### src/rtl/ibus_arb_pkg.sv
// Shared definitions for the instruction-bus arbiter: FSM state encoding and
// the reset-state selection helper.
package ibus_arb_pkg;

    typedef enum logic {
        ST_BOOT = 1'b0,
        ST_RUN  = 1'b1
    } state_e;

    function automatic state_e reset_state(input int boot_on_rst);
        return (boot_on_rst != 0) ? ST_BOOT : ST_RUN;
    endfunction

endpackage

### src/rtl/ibus_arb_starve.sv
// Saturating count of consecutive denied loader-request cycles in RUN; raises
// win_o once the loader has waited STARVE cycles so it takes the next slot.
module ibus_arb_starve #(
    parameter int STARVE = 4
) (
    input  logic clk,
    input  logic rst,
    input  logic run_i,
    input  logic l_req_i,
    input  logic l_gnt_i,
    output logic win_o
);

    localparam int CW = $clog2(STARVE + 1);
    localparam logic [CW-1:0] CNT_MAX = CW'(STARVE);

    logic [CW-1:0] cnt_q, cnt_d;

    always_comb begin
        cnt_d = cnt_q;
        if (!run_i || !l_req_i || l_gnt_i) begin
            cnt_d = '0;
        end else if (cnt_q != CNT_MAX) begin
            cnt_d = cnt_q + 1'b1;
        end
    end

    always_ff @(posedge clk or posedge rst) begin
        if (rst) begin
            cnt_q <= '0;
        end else begin
            cnt_q <= cnt_d;
        end
    end

    assign win_o = (cnt_q == CNT_MAX);

endmodule

### src/rtl/ibus_arb.sv
// Shares a single-port sync-read instruction memory between the core fetch port
// and a loader/debug port, with a BOOT mode that holds the core off the bus.
module ibus_arb
    import ibus_arb_pkg::*;
#(
    parameter int DW          = 16,
    parameter int AW          = 16,
    parameter int STARVE      = 4,
    parameter int BOOT_ON_RST = 1
) (
    input  logic          clk,
    input  logic          rst,
    input  logic          boot_req,
    input  logic          boot_done,
    output logic          cpu_hold,
    input  logic          f_req,
    input  logic [AW-1:0] f_addr,
    output logic          f_gnt,
    output logic          f_rvalid,
    output logic [DW-1:0] f_rdata,
    input  logic          l_req,
    input  logic          l_we,
    input  logic [AW-1:0] l_addr,
    input  logic [DW-1:0] l_din,
    output logic          l_gnt,
    output logic          l_rvalid,
    output logic [DW-1:0] l_rdata,
    output logic [AW-1:0] m_addr,
    output logic [DW-1:0] m_din,
    output logic          m_we,
    input  logic [DW-1:0] m_dout
);

    localparam state_e RST_STATE = reset_state(BOOT_ON_RST);

    state_e state_q, state_d;
    logic   f_rd_q, l_rd_q;
    logic   run;
    logic   l_win;

    assign run = (state_q == ST_RUN);

    ibus_arb_starve #(
        .STARVE (STARVE)
    ) u_starve (
        .clk     (clk),
        .rst     (rst),
        .run_i   (run),
        .l_req_i (l_req),
        .l_gnt_i (l_gnt),
        .win_o   (l_win)
    );

    // Simultaneous boot_req and boot_done leave the state untouched.
    always_comb begin
        state_d = state_q;
        f_gnt   = 1'b0;
        l_gnt   = 1'b0;
        case (state_q)
            ST_BOOT: begin
                l_gnt = l_req;
                if (boot_done && !boot_req) begin
                    state_d = ST_RUN;
                end
            end
            ST_RUN: begin
                if (l_req && l_win) begin
                    l_gnt = 1'b1;
                end else begin
                    f_gnt = f_req;
                    l_gnt = l_req & ~f_req;
                end
                if (boot_req && !boot_done) begin
                    state_d = ST_BOOT;
                end
            end
            default: state_d = RST_STATE;
        endcase
    end

    always_ff @(posedge clk or posedge rst) begin
        if (rst) begin
            state_q <= RST_STATE;
            f_rd_q  <= 1'b0;
            l_rd_q  <= 1'b0;
        end else begin
            state_q <= state_d;
            f_rd_q  <= f_gnt;
            l_rd_q  <= l_gnt & ~l_we;
        end
    end

    assign cpu_hold = (state_q == ST_BOOT);

    assign m_addr = f_gnt ? f_addr : l_addr;
    assign m_din  = l_din;
    assign m_we   = l_gnt & l_we;

    assign f_rvalid = f_rd_q;
    assign l_rvalid = l_rd_q;
    assign f_rdata  = m_dout;
    assign l_rdata  = m_dout;

endmodule
### config.mk
export PLATFORM = sky130hd
export DESIGN_NAME = ibus_arb
export DESIGN_NICKNAME = d
export VERILOG_FILES = /design/src/rtl/ibus_arb_pkg.sv /design/src/rtl/ibus_arb_starve.sv /design/src/rtl/ibus_arb.sv
export SDC_FILE = /design/constraint.sdc
export NUM_CORES = 1
export LEC_CHECK = 0
export ABC_AREA = 1
export ABC_CLOCK_PERIOD_IN_PS = 1600
export CORE_MARGIN = 1
export CORE_UTILIZATION = 22
export CTS_BUF_LIST = sky130_fd_sc_hd__clkbuf_4 sky130_fd_sc_hd__clkbuf_8 sky130_fd_sc_hd__clkbuf_16
export DETAILED_ROUTE_END_ITERATION = 7
export PLACE_DENSITY = 0.8
export SYNTH_ARGS = -nofsm -noshare
export SYNTH_HDL_FRONTEND = slang
export SYNTH_SLANG_ARGS = --single-unit
### constraint.sdc
create_clock -name clk -period 1.6 [get_ports clk]
set_clock_uncertainty 0.2 [all_clocks]
set_input_delay 0.48 -clock clk [delete_from_list [all_inputs] [get_ports clk]]
set_output_delay 0.48 -clock clk [all_outputs]
set_load 0.02 [all_outputs]
==> flow_summary.ini <==
[clocking]
insertion_delay_ns = 0.22
cts_tree = yes
cts_max_level = 1
clk_pin_slew_ns = 0.04
hold_buffers = 0
clock-root-buffer = clkbuf_8
cts_sinks = 6
cts_made_buffers = 3
ctsLongestPathBuffers = 2

[power]
p_comb_share_pct = 59.2
p_leak_nw = 0.781
cell_internal_pwr_mw = 0.623
ir_drop_mv = 0.211
power_frac_seq_pct = 17.8
sw_frac_of_total_pct = 34.1
p_sw_mw = 0.323
clkPwrFrac_pct = 23.1
power_density_nw_per_um2 = 544
finalPower_mw = 0.946

[worst_setup_path]
crit_path_cell_trace = inv_2 -> ha_4 -> nand2_4 -> nand2_8 -> buf_12 -> nand3_2 -> nand2_4 -> buf_6
cp_slowest_stage_delay_ns = 0.37
reg2reg_depth = 7
rrSetupSlack_ns = 0.15
critPathKind = reg -> out
crit_path_max_fanout = 7
crit_path_top_delay_cell = dfrtp_1
cp-startpoint = u_starve.cnt_q[0]
rr_startpoint = u_starve.cnt_q[0]
cp-start-kind = register
worstPathRequired_ns = 0.92
cp.arrival_ns = 1.41
cpMostUsedCell = nand2_4
r2r-end = u_starve.cnt_q[2]
crit_path_end_kind = output pin

[global_route]
grt_max_degree = 12
grt_pass1_wl_um = 4520
antenna_found_initial = 0
grt_use_total_pct = 13.2
grt_overflow_total = 0
grt_pass1_vias = 988

[drt]
drc = 0
first_pass_iters = 2
wl_per_cell_um = 14.3
initialDrtViolationCount = 14
wl_um = 3080
dr_total_vias = 965
drt.antenna.violating_nets = 0
routed_via_density = 4.49

[timing]
clock.fmax_mhz = 479
hold_viol = 0
rsz0062_at_grt = true
worstMarginPinSlew_ns = 0.356
relSlewSlack_pct = 76.3
fin_ws_ns = -0.486
whs_ns = 0.283
setup_viol = 20
slew_violations = 0
period_share_pct = 130
min_period_ns = 2.09

[final_layout]
final_layout_size_suffix_gt1_share_pct = 55.8
n_antenna_cell = 0
fin_nets = 240
area_delta_synth_final_pct = 78.1

[yosys]
mappedNetlistNets = 210
async_flop_share_pct = 100
syn_area_um2 = 976
yosysSeqAreaShare_pct = 15.4
avgSynthCellArea_um2 = 7.12
synth-warning-count = 0
yosys-top-cells-count = buf_4, nand2_1, nand3_1
synth-seq-cells = 6
synth.top_cell.area_share_pct = 38.5
netlist-cell-type-count = 17
netlist_instances = 137
synth_edf_count = 0
synth.area.top_cells = buf_4, dfrtp_1, nand4_1
synthFlopType = dfrtp_1
synth_most_common_cell = buf_4
synth_top_area_cell = buf_4

[floorplan]
die_x_um = 68.6
io_pins = 141
die_y_um = 68.6
core-area_um2 = 4120
die_area_um2 = 4710
start_util_pct = 23.7
placementRows = 23

[outcome]
status = complete, but fails checks
violations = negative setup slack

[placement]
portBuffers = 60
gp_congestion = 0.713
hpwl_um = 2290
preCtsSetupSlack_ns = -1.25

[run]
cap_violations = 0

[hold_path]
hold_path_class = in -> async
[worst max-delay path by stage]
stage                 endpoint  slack (ns)  cells after the start
global placement     m_addr[6]       -1.26                      8
global route        m_addr[13]       -0.57                      7
CTS                 m_addr[13]       -0.50                      7
finish              m_addr[13]       -0.49                      8
detailed placement  m_addr[14]       -1.25                      8
floorplan           m_addr[10]       -0.18                      7
[worst max-delay path: cells and delay by family (launching register included)]
family                     cells  cell delay (ns)
and+or+nand+nor                4             0.32
buffers and inverters          3             0.32
adders and majority gates      1             0.16
DFF                            1             0.37
[state kept, by name, indices dropped and copies added (netlist names)]
name and cells:
run 1, u_starve.cnt_q 3, l_rvalid 1, f_rvalid 1
[through the flow]
stage / util [%] / setup TNS [ns] / area, um^2 / instances
final: 42.2 / -8.71 / 1740 / 215
after CTS: 41.4 / -8.86 / 1700 / 214
after global routing: 42.2 / -10.10 / 1740 / 215
after global placement: 37.5 / -24.88 / 1540 / 206
after detailed placement: 37.5 / -24.78 / 1540 / 206
after floorplan: - / -2.54 / 1140 / 137
[cell usage in the layout (no fill, tap or decap), types with 3 or more instances in the layout]
| master | Yosys | final |
|---|---|---|
| nand3_2 | 1 | 10 |
| nand3_4 | 1 | 8 |
| inv_1 | 8 | 3 |
| buf_4 | 50 | 14 |
| nand2_4 | 1 | 10 |
| buf_12 | 0 | 5 |
| nand4_1 | 16 | 16 |
| inv_2 | 1 | 6 |
| clkdlybuf4s50_1 | 0 | 36 |
| dfrtp_1 | 6 | 5 |
| nor2_1 | 6 | 5 |
| nand2_2 | 1 | 10 |
| buf_6 | 4 | 20 |
| clkbuf_8 | 0 | 3 |
[what timing repair did]
item / in CTS / in global routing
endpoints found under the setup margin: 25 / 20
gates cloned: 1 / 0
gates resized for setup: 145 / 7
pin swaps: 6 / 6
setup buffers: 4 / 1
[logic make-up after synthesis]
logic type	Yosys count	synth area share [%]
buffers and inverters	64	47.1
AOI/OAI and AO/OA	1	0.512
DFF	6	15.4
and+or+nand+nor	63	33.6
xor gates and xnor gates	1	0.898
adders and majority gates	2	2.56
[power groups by stage]
| stage | logic, mW | clock network [mW] | registers (mW) |
|---|---|---|---|
| after floorplan | 0.414 | 0 | 0.174 |
| after global placement | 0.501 | 0 | 0.169 |
| after detailed placement | 0.506 | 0 | 0.169 |
| after CTS | 0.548 | 0.223 | 0.168 |
| after global routing | 0.599 | 0.233 | 0.169 |
| final | 0.560 | 0.218 | 0.168 |
[per-layer routing]
metal	vias up	global-route usage, %	share of wire [%]
li1	464	-	-
met1	437	13.4	33
met2	55	25.7	55
met3	9	2.80	10
met4	0	5.21	1.8
met5	-	0	0
[final cells by class]
class / count / area (um^2)
fill: 390 / 2380
timing repair buffer: 79 / 818
multi-input combinational: 68 / 631
sequential: 6 / 151
tap: 50 / 62.6
clock buffer: 3 / 41.3
inverter: 9 / 33.8
Power figures use the tool's default switching activity.
